$ cat config.mk
export PLATFORM = sky130hd
export DESIGN_NAME = fnd_scan_driver
export DESIGN_NICKNAME = d
export VERILOG_FILES = /design/src/rtl/fnd_scan_driver.sv
export SDC_FILE = /design/constraint.sdc
export NUM_CORES = 1
export LEC_CHECK = 0
export CAP_MARGIN = 20
export CELL_PAD_IN_SITES_DETAIL_PLACEMENT = 0
export CELL_PAD_IN_SITES_GLOBAL_PLACEMENT = 1
export CORE_ASPECT_RATIO = 1.2
export CORE_MARGIN = 4
export CORE_UTILIZATION = 44
export CTS_BUF_LIST = sky130_fd_sc_hd__clkbuf_4 sky130_fd_sc_hd__clkbuf_8 sky130_fd_sc_hd__clkbuf_16
export DETAILED_ROUTE_END_ITERATION = 8
export GPL_ROUTABILITY_DRIVEN = 0
export PLACE_DENSITY = 0.79
export SYNTH_ARGS = -nofsm -noshare
export SYNTH_HDL_FRONTEND = slang
export SYNTH_SLANG_ARGS = --single-unit
$ cat constraint.sdc
create_clock -name clk -period 3.5 [get_ports clk]
set_input_delay 0.7 -clock clk [delete_from_list [all_inputs] [get_ports clk]]
set_output_delay 0.7 -clock clk [all_outputs]
set_load 0.02 [all_outputs]
$ cat src/rtl/fnd_scan_driver.sv
// 4-digit common-anode 7-segment scan driver with per-frame input snapshot.
// Ports: clk, reset_p (async, active-high); value/dp_en/blank_lz/blink_mask
// in; com (active-low digit enables), seg_7 (active-low dp,g..a), frame_tick out.
module fnd_scan_driver #(
    parameter int SCAN_DIV     = 125000,
    parameter int BLANK_CYC    = 64,
    parameter int BLINK_FRAMES = 125
) (
    input  logic        clk,
    input  logic        reset_p,
    input  logic [15:0] value,
    input  logic [3:0]  dp_en,
    input  logic        blank_lz,
    input  logic [3:0]  blink_mask,
    output logic [3:0]  com,
    output logic [7:0]  seg_7,
    output logic        frame_tick
);

    localparam int CW = $clog2(SCAN_DIV);
    localparam int FW = (BLINK_FRAMES > 1) ? $clog2(BLINK_FRAMES) : 1;

    logic [CW-1:0] scan_cnt;
    logic [1:0]    idx;
    logic [FW-1:0] frame_cnt;
    logic          blink_phase;
    logic          started;

    logic [15:0]   value_sh;
    logic [3:0]    dp_sh;
    logic          lz_sh;
    logic [3:0]    blink_sh;

    logic          snap;
    logic          scan_last;
    logic          frame_wrap;

    // View of the frame state as it will be after this edge, so the
    // first digit of a frame already uses the fresh snapshot and phase.
    logic [15:0]   value_e;
    logic [3:0]    dp_e;
    logic          lz_e;
    logic [3:0]    blink_e;
    logic          phase_e;

    logic [3:0]    nib;
    logic [3:0]    lz_vec;
    logic [3:0]    com_n;
    logic [7:0]    seg_n;

    function automatic logic [6:0] glyph(input logic [3:0] n);
        logic [6:0] g;
        case (n)
            4'h0:    g = 7'h3F;
            4'h1:    g = 7'h06;
            4'h2:    g = 7'h5B;
            4'h3:    g = 7'h4F;
            4'h4:    g = 7'h66;
            4'h5:    g = 7'h6D;
            4'h6:    g = 7'h7D;
            4'h7:    g = 7'h07;
            4'h8:    g = 7'h7F;
            4'h9:    g = 7'h6F;
            4'hA:    g = 7'h77;
            4'hB:    g = 7'h7C;
            4'hC:    g = 7'h39;
            4'hD:    g = 7'h5E;
            4'hE:    g = 7'h79;
            default: g = 7'h71;
        endcase
        return g;
    endfunction

    assign snap      = (idx == 2'd0) && (scan_cnt == '0);
    assign scan_last = (scan_cnt == CW'(SCAN_DIV - 1));

    // The very first snapshot after reset opens frame 0; every later
    // snapshot closes one frame, which is what the blink counter counts.
    assign frame_wrap = snap && started &&
                        (frame_cnt == FW'(BLINK_FRAMES - 1));

    assign value_e = snap ? value      : value_sh;
    assign dp_e    = snap ? dp_en      : dp_sh;
    assign lz_e    = snap ? blank_lz   : lz_sh;
    assign blink_e = snap ? blink_mask : blink_sh;
    assign phase_e = frame_wrap ? ~blink_phase : blink_phase;

    assign nib = value_e[{idx, 2'b00} +: 4];

    // Leading-zero chain runs from the most significant digit downward;
    // a lit decimal point stops the chain.
    always_comb begin
        lz_vec    = 4'b0000;
        lz_vec[3] = lz_e && (value_e[15:12] == 4'h0) && !dp_e[3];
        lz_vec[2] = lz_vec[3] && (value_e[11:8] == 4'h0) && !dp_e[2];
        lz_vec[1] = lz_vec[2] && (value_e[7:4] == 4'h0) && !dp_e[1];
        lz_vec[0] = 1'b0;
    end

    always_comb begin
        com_n = 4'hF;
        seg_n = 8'hFF;
        if (scan_cnt >= CW'(BLANK_CYC)) begin
            com_n = ~(4'b0001 << idx);
            if (phase_e && blink_e[idx]) begin
                seg_n = 8'hFF;
            end else if (lz_vec[idx]) begin
                seg_n = 8'hFF;
            end else begin
                seg_n = ~{dp_e[idx], glyph(nib)};
            end
        end
    end

    always_ff @(posedge clk or posedge reset_p) begin
        if (reset_p) begin
            scan_cnt <= '0;
            idx      <= 2'd0;
        end else if (scan_last) begin
            scan_cnt <= '0;
            idx      <= idx + 2'd1;
        end else begin
            scan_cnt <= scan_cnt + CW'(1);
        end
    end

    always_ff @(posedge clk or posedge reset_p) begin
        if (reset_p) begin
            value_sh <= 16'h0000;
            dp_sh    <= 4'h0;
            lz_sh    <= 1'b0;
            blink_sh <= 4'h0;
        end else if (snap) begin
            value_sh <= value;
            dp_sh    <= dp_en;
            lz_sh    <= blank_lz;
            blink_sh <= blink_mask;
        end
    end

    always_ff @(posedge clk or posedge reset_p) begin
        if (reset_p) begin
            frame_cnt   <= '0;
            blink_phase <= 1'b0;
            started     <= 1'b0;
        end else if (snap) begin
            started <= 1'b1;
            if (frame_wrap) begin
                frame_cnt   <= '0;
                blink_phase <= ~blink_phase;
            end else if (started) begin
                frame_cnt <= frame_cnt + FW'(1);
            end
        end
    end

    always_ff @(posedge clk or posedge reset_p) begin
        if (reset_p) begin
            com        <= 4'hF;
            seg_7      <= 8'hFF;
            frame_tick <= 1'b0;
        end else begin
            com        <= com_n;
            seg_7      <= seg_n;
            frame_tick <= snap;
        end
    end

endmodule

==> flow_metrics.tcl <==
set metrics [dict create \
    status "finished, final reports clean" \
    slew_violations 0 \
    num_vias 2591 \
    finalSetupTns_ps 0 \
    htreeDepth 3 \
    synth-async-reset-ratio_pct 100 \
    multi_input_area_um2 1620 \
    setup_viol 0 \
    path_class "reg2reg" \
    numCtsBuffers 9 \
    clkLatencyLatePin_ps 330 \
    core.rowCount 34 \
    grt_pass1_wl_um 13000 \
    power_per_cell_area_nw_per_um2 390 \
    critPathTopFamily "multiplexers" \
    wire_per_inst_um 16.2 \
    startpoint_type "flop" \
    num_io_pins 40 \
    cts.reportedPaths.clkPinSlew_ps 80 \
    worst_hold_path_type "reg2reg" \
    critical_path_arrival_ps 3450 \
    synth_fa_ha_area_share_pct 5.21 \
    die-width_um 87.8 \
    postSynthCellCount 321 \
    detailed_place_hpwl_um 5380 \
    cts_root_buffer "clkbuf_8" \
    grt_pass1_vias 2671 \
    endpoint_kind "flop" \
    cp_slowest_stage_delay_ps 530 \
    crit_top_cell "inv_1" \
    synth_area_um2 3360 \
    synthToLayoutAreaGrowth_pct 22.8 \
    min_from "blink_sh[3]" \
    route.detailed.drc 0 \
    ir_worst_vdd_uv 240 \
    hold_depth 2 \
    via_per_inst 5.56 \
    register_area_um2 1670 \
    synth-compound-area-share_pct 8.70 \
    drt_wl_total_um 7540 \
    yosysSeqAreaShare_pct 49.5 \
    muxShareOfSynthArea_pct 9.67 \
    max_freq_ghz 0.312 \
    synth_fp_nets 362 \
    critPathBufInv 2 \
    diodes 0 \
    synthDominantCellAreaShare_pct 40.2 \
    synth_area_per_cell_um2 10.5 \
    die_area_um2 9120 \
    r2r-start "scan_cnt[3]" \
    r2r-end "seg_7[0]" \
    yosys.area_share.simple_pct 19.4 \
    critical_path.max_fanout 24 \
    ys.flop_type "dfrtp_1" \
    clockBufferDepth 2 \
    critical_path_required_ps 3750 \
    nFillCells 657 \
    clock_skew_ps 7.35 \
    first_pass_iters 4 \
    yosysWarnings 0 \
    finalHoldViolCount 0 \
    tightestPinTransition_ps 835 \
    power.leakage_nw 1.78 \
    reg2reg_depth 11 \
    yosys.cell_types.count 50 \
    die_h_um 104 \
    fin_crit_ps 3200 \
    crit_slowest_cell "mux4_2" \
    fin_crit_sh_pct 91.4 \
    rsz0062_at_grt "false" \
    io_buffers 39 \
    synth-edff-count 0 \
    synthXorXnorAreaFrac_pct 4.43 \
    nNetsFinal 412 \
    initial_core_util_pct 45.7 \
    ant_nets 0 \
    path_cells "or3_4 > nor3_4 > nand2_4 > mux2_1 > mux4_2 > inv_1 > ha_1 > inv_1 > a41oi_2 > mux2i_1 > o2111ai_1" \
    synth_most_common_cell "nand2_1" \
    reg2reg_setup_slack_ps 300 \
    grt_max_degree 67 \
    antenna_found_initial 0 \
    synth_common_cells "63 x nand2_1, 54 x dfrtp_1, 20 x nor2_1, 20 x o21ai_0, 15 x inv_1" \
    drv_cap 0 \
    synth_area_leaders "dfrtp_1 40%, dfstp_2 9.4%, nand2_1 7.0%" \
    synth-seq-cells 66 \
    drive_above_1_share_pct 17.0 \
    core_um2 7360 \
    cts.sinks 66 \
    grt-ovfl-total 0 \
    cts_tree "built" \
    track_usage_pct 17.6 \
    min_to "blink_sh[3]" \
    synth_top_family_by_area "simple AND/OR/NAND/NOR gates" \
    fin_area_um2 4130 \
    dr.first_iter.drc_count 139 \
    max_slew_margin_pct 44.4 \
    place_area_um2 3890 \
    synth_top_area_cell "dfrtp_1" \
]
==> timing repair <==
action | 4_1_cts | 5_1_grt
hold buffers | 0 | 0
gates resized for setup | 0 | 3
setup buffers | 0 | 0
endpoints found under the setup margin | 0 | 3
==> through the flow <==
| stage | instances | hold slack (ps) | worst slack (ps) | total power, mW | util [%] |
|---|---|---|---|---|---|
| 4_1_cts | 466 | 479 | 226 | 1.62 | 55.8 |
| 2_1_floorplan | 321 | 436 | 318 | 0.852 | - |
| 3_5_place_dp | 450 | 461 | 240 | 0.904 | 52.8 |
| 5_1_grt | 466 | 501 | 49.1 | 1.67 | 56.1 |
| 3_3_place_gp | 450 | 455 | 336 | 0.903 | 52.8 |
| 6_report | 466 | 476 | 300 | 1.61 | 56.1 |
==> cell families after synthesis <==
family,after synthesis
AOI/OAI and AO/OA,43
xor gates and xnor gates,17
adders and majority gates,14
buffers and inverters,25
DFF,66
muxes,22
and+or+nand+nor,134
==> worst max-delay path by stage <==
stage	from	to	slack (ps)	cells after the start
2_1_floorplan	idx[0]	seg_7[0]	320	14
3_3_place_gp	scan_cnt[6]	seg_7[0]	340	11
3_5_place_dp	scan_cnt[6]	seg_7[0]	240	11
4_1_cts	scan_cnt[6]	seg_7[0]	230	11
5_1_grt	scan_cnt[6]	seg_7[3]	50	11
6_report	scan_cnt[3]	seg_7[0]	300	11
==> where the power goes <==
| group | switching [mW] | leakage (nW) | total (mW) | internal [mW] |
|---|---|---|---|---|
| sequential | 0.00798 | 0.803 | 0.786 | 0.778 |
| combinational | 0.0530 | 0.864 | 0.105 | 0.0518 |
| clock | 0.296 | 0.113 | 0.723 | 0.427 |
==> routing by layer <==
layer	vias up	track usage [%]	wire length (um)
met5	-	0	0
met4	0	6.69	143
met3	14	2.78	366
met2	88	28.3	3720
met1	1256	23.5	3320
li1	1233	-	-
==> worst register-to-register path, stage by stage (launching register included) <==
cell,delay [ps]
dfrtp_1,450
or3_4,440
nor3_4,250
nand2_4,210
mux2_1,390
mux4_2,530
inv_1,140
ha_1,210
inv_1,80
a41oi_2,210
mux2i_1,110
o2111ai_1,120
==> state kept, by name, indices dropped and copies added (netlist names) <==
register and flops:
blink_phase 1, blink_sh 4, com 4, dp_sh 4, frame_cnt 7, frame_tick 1
idx 2, lz_sh 1, scan_cnt 17, seg_7 8, started 1, value_sh 16
==> cell type report <==
cell class	instances	area share [%]
inverter	18	1.64
sequential	66	40.3
multi-input combinational	230	39.2
timing repair buffer	46	10.7
clock buffer	11	3.51
clock inverter	5	1.88
tap	90	2.73
==> placed cells by master, fill, tap and decap left out, drive strengths merged, types with 4 or more instances in the layout <==
cell type	Yosys	routed
buf	2	7
clkbuf	5	11
clkdlybuf4s50	0	39
dfrtp	54	54
dfstp	12	12
ha	14	14
inv	17	17
mux2	11	11
mux2i	4	4
mux4	7	7
nand2	64	64
nand3	13	13
nand4	6	6
nor2	20	20
nor2b	5	5
nor3	5	5
nor4	4	4
o2111ai	5	5
o21ai	21	21
xnor2	7	7
xor2	10	10
Note: power is estimated with default switching activity, not from simulation.
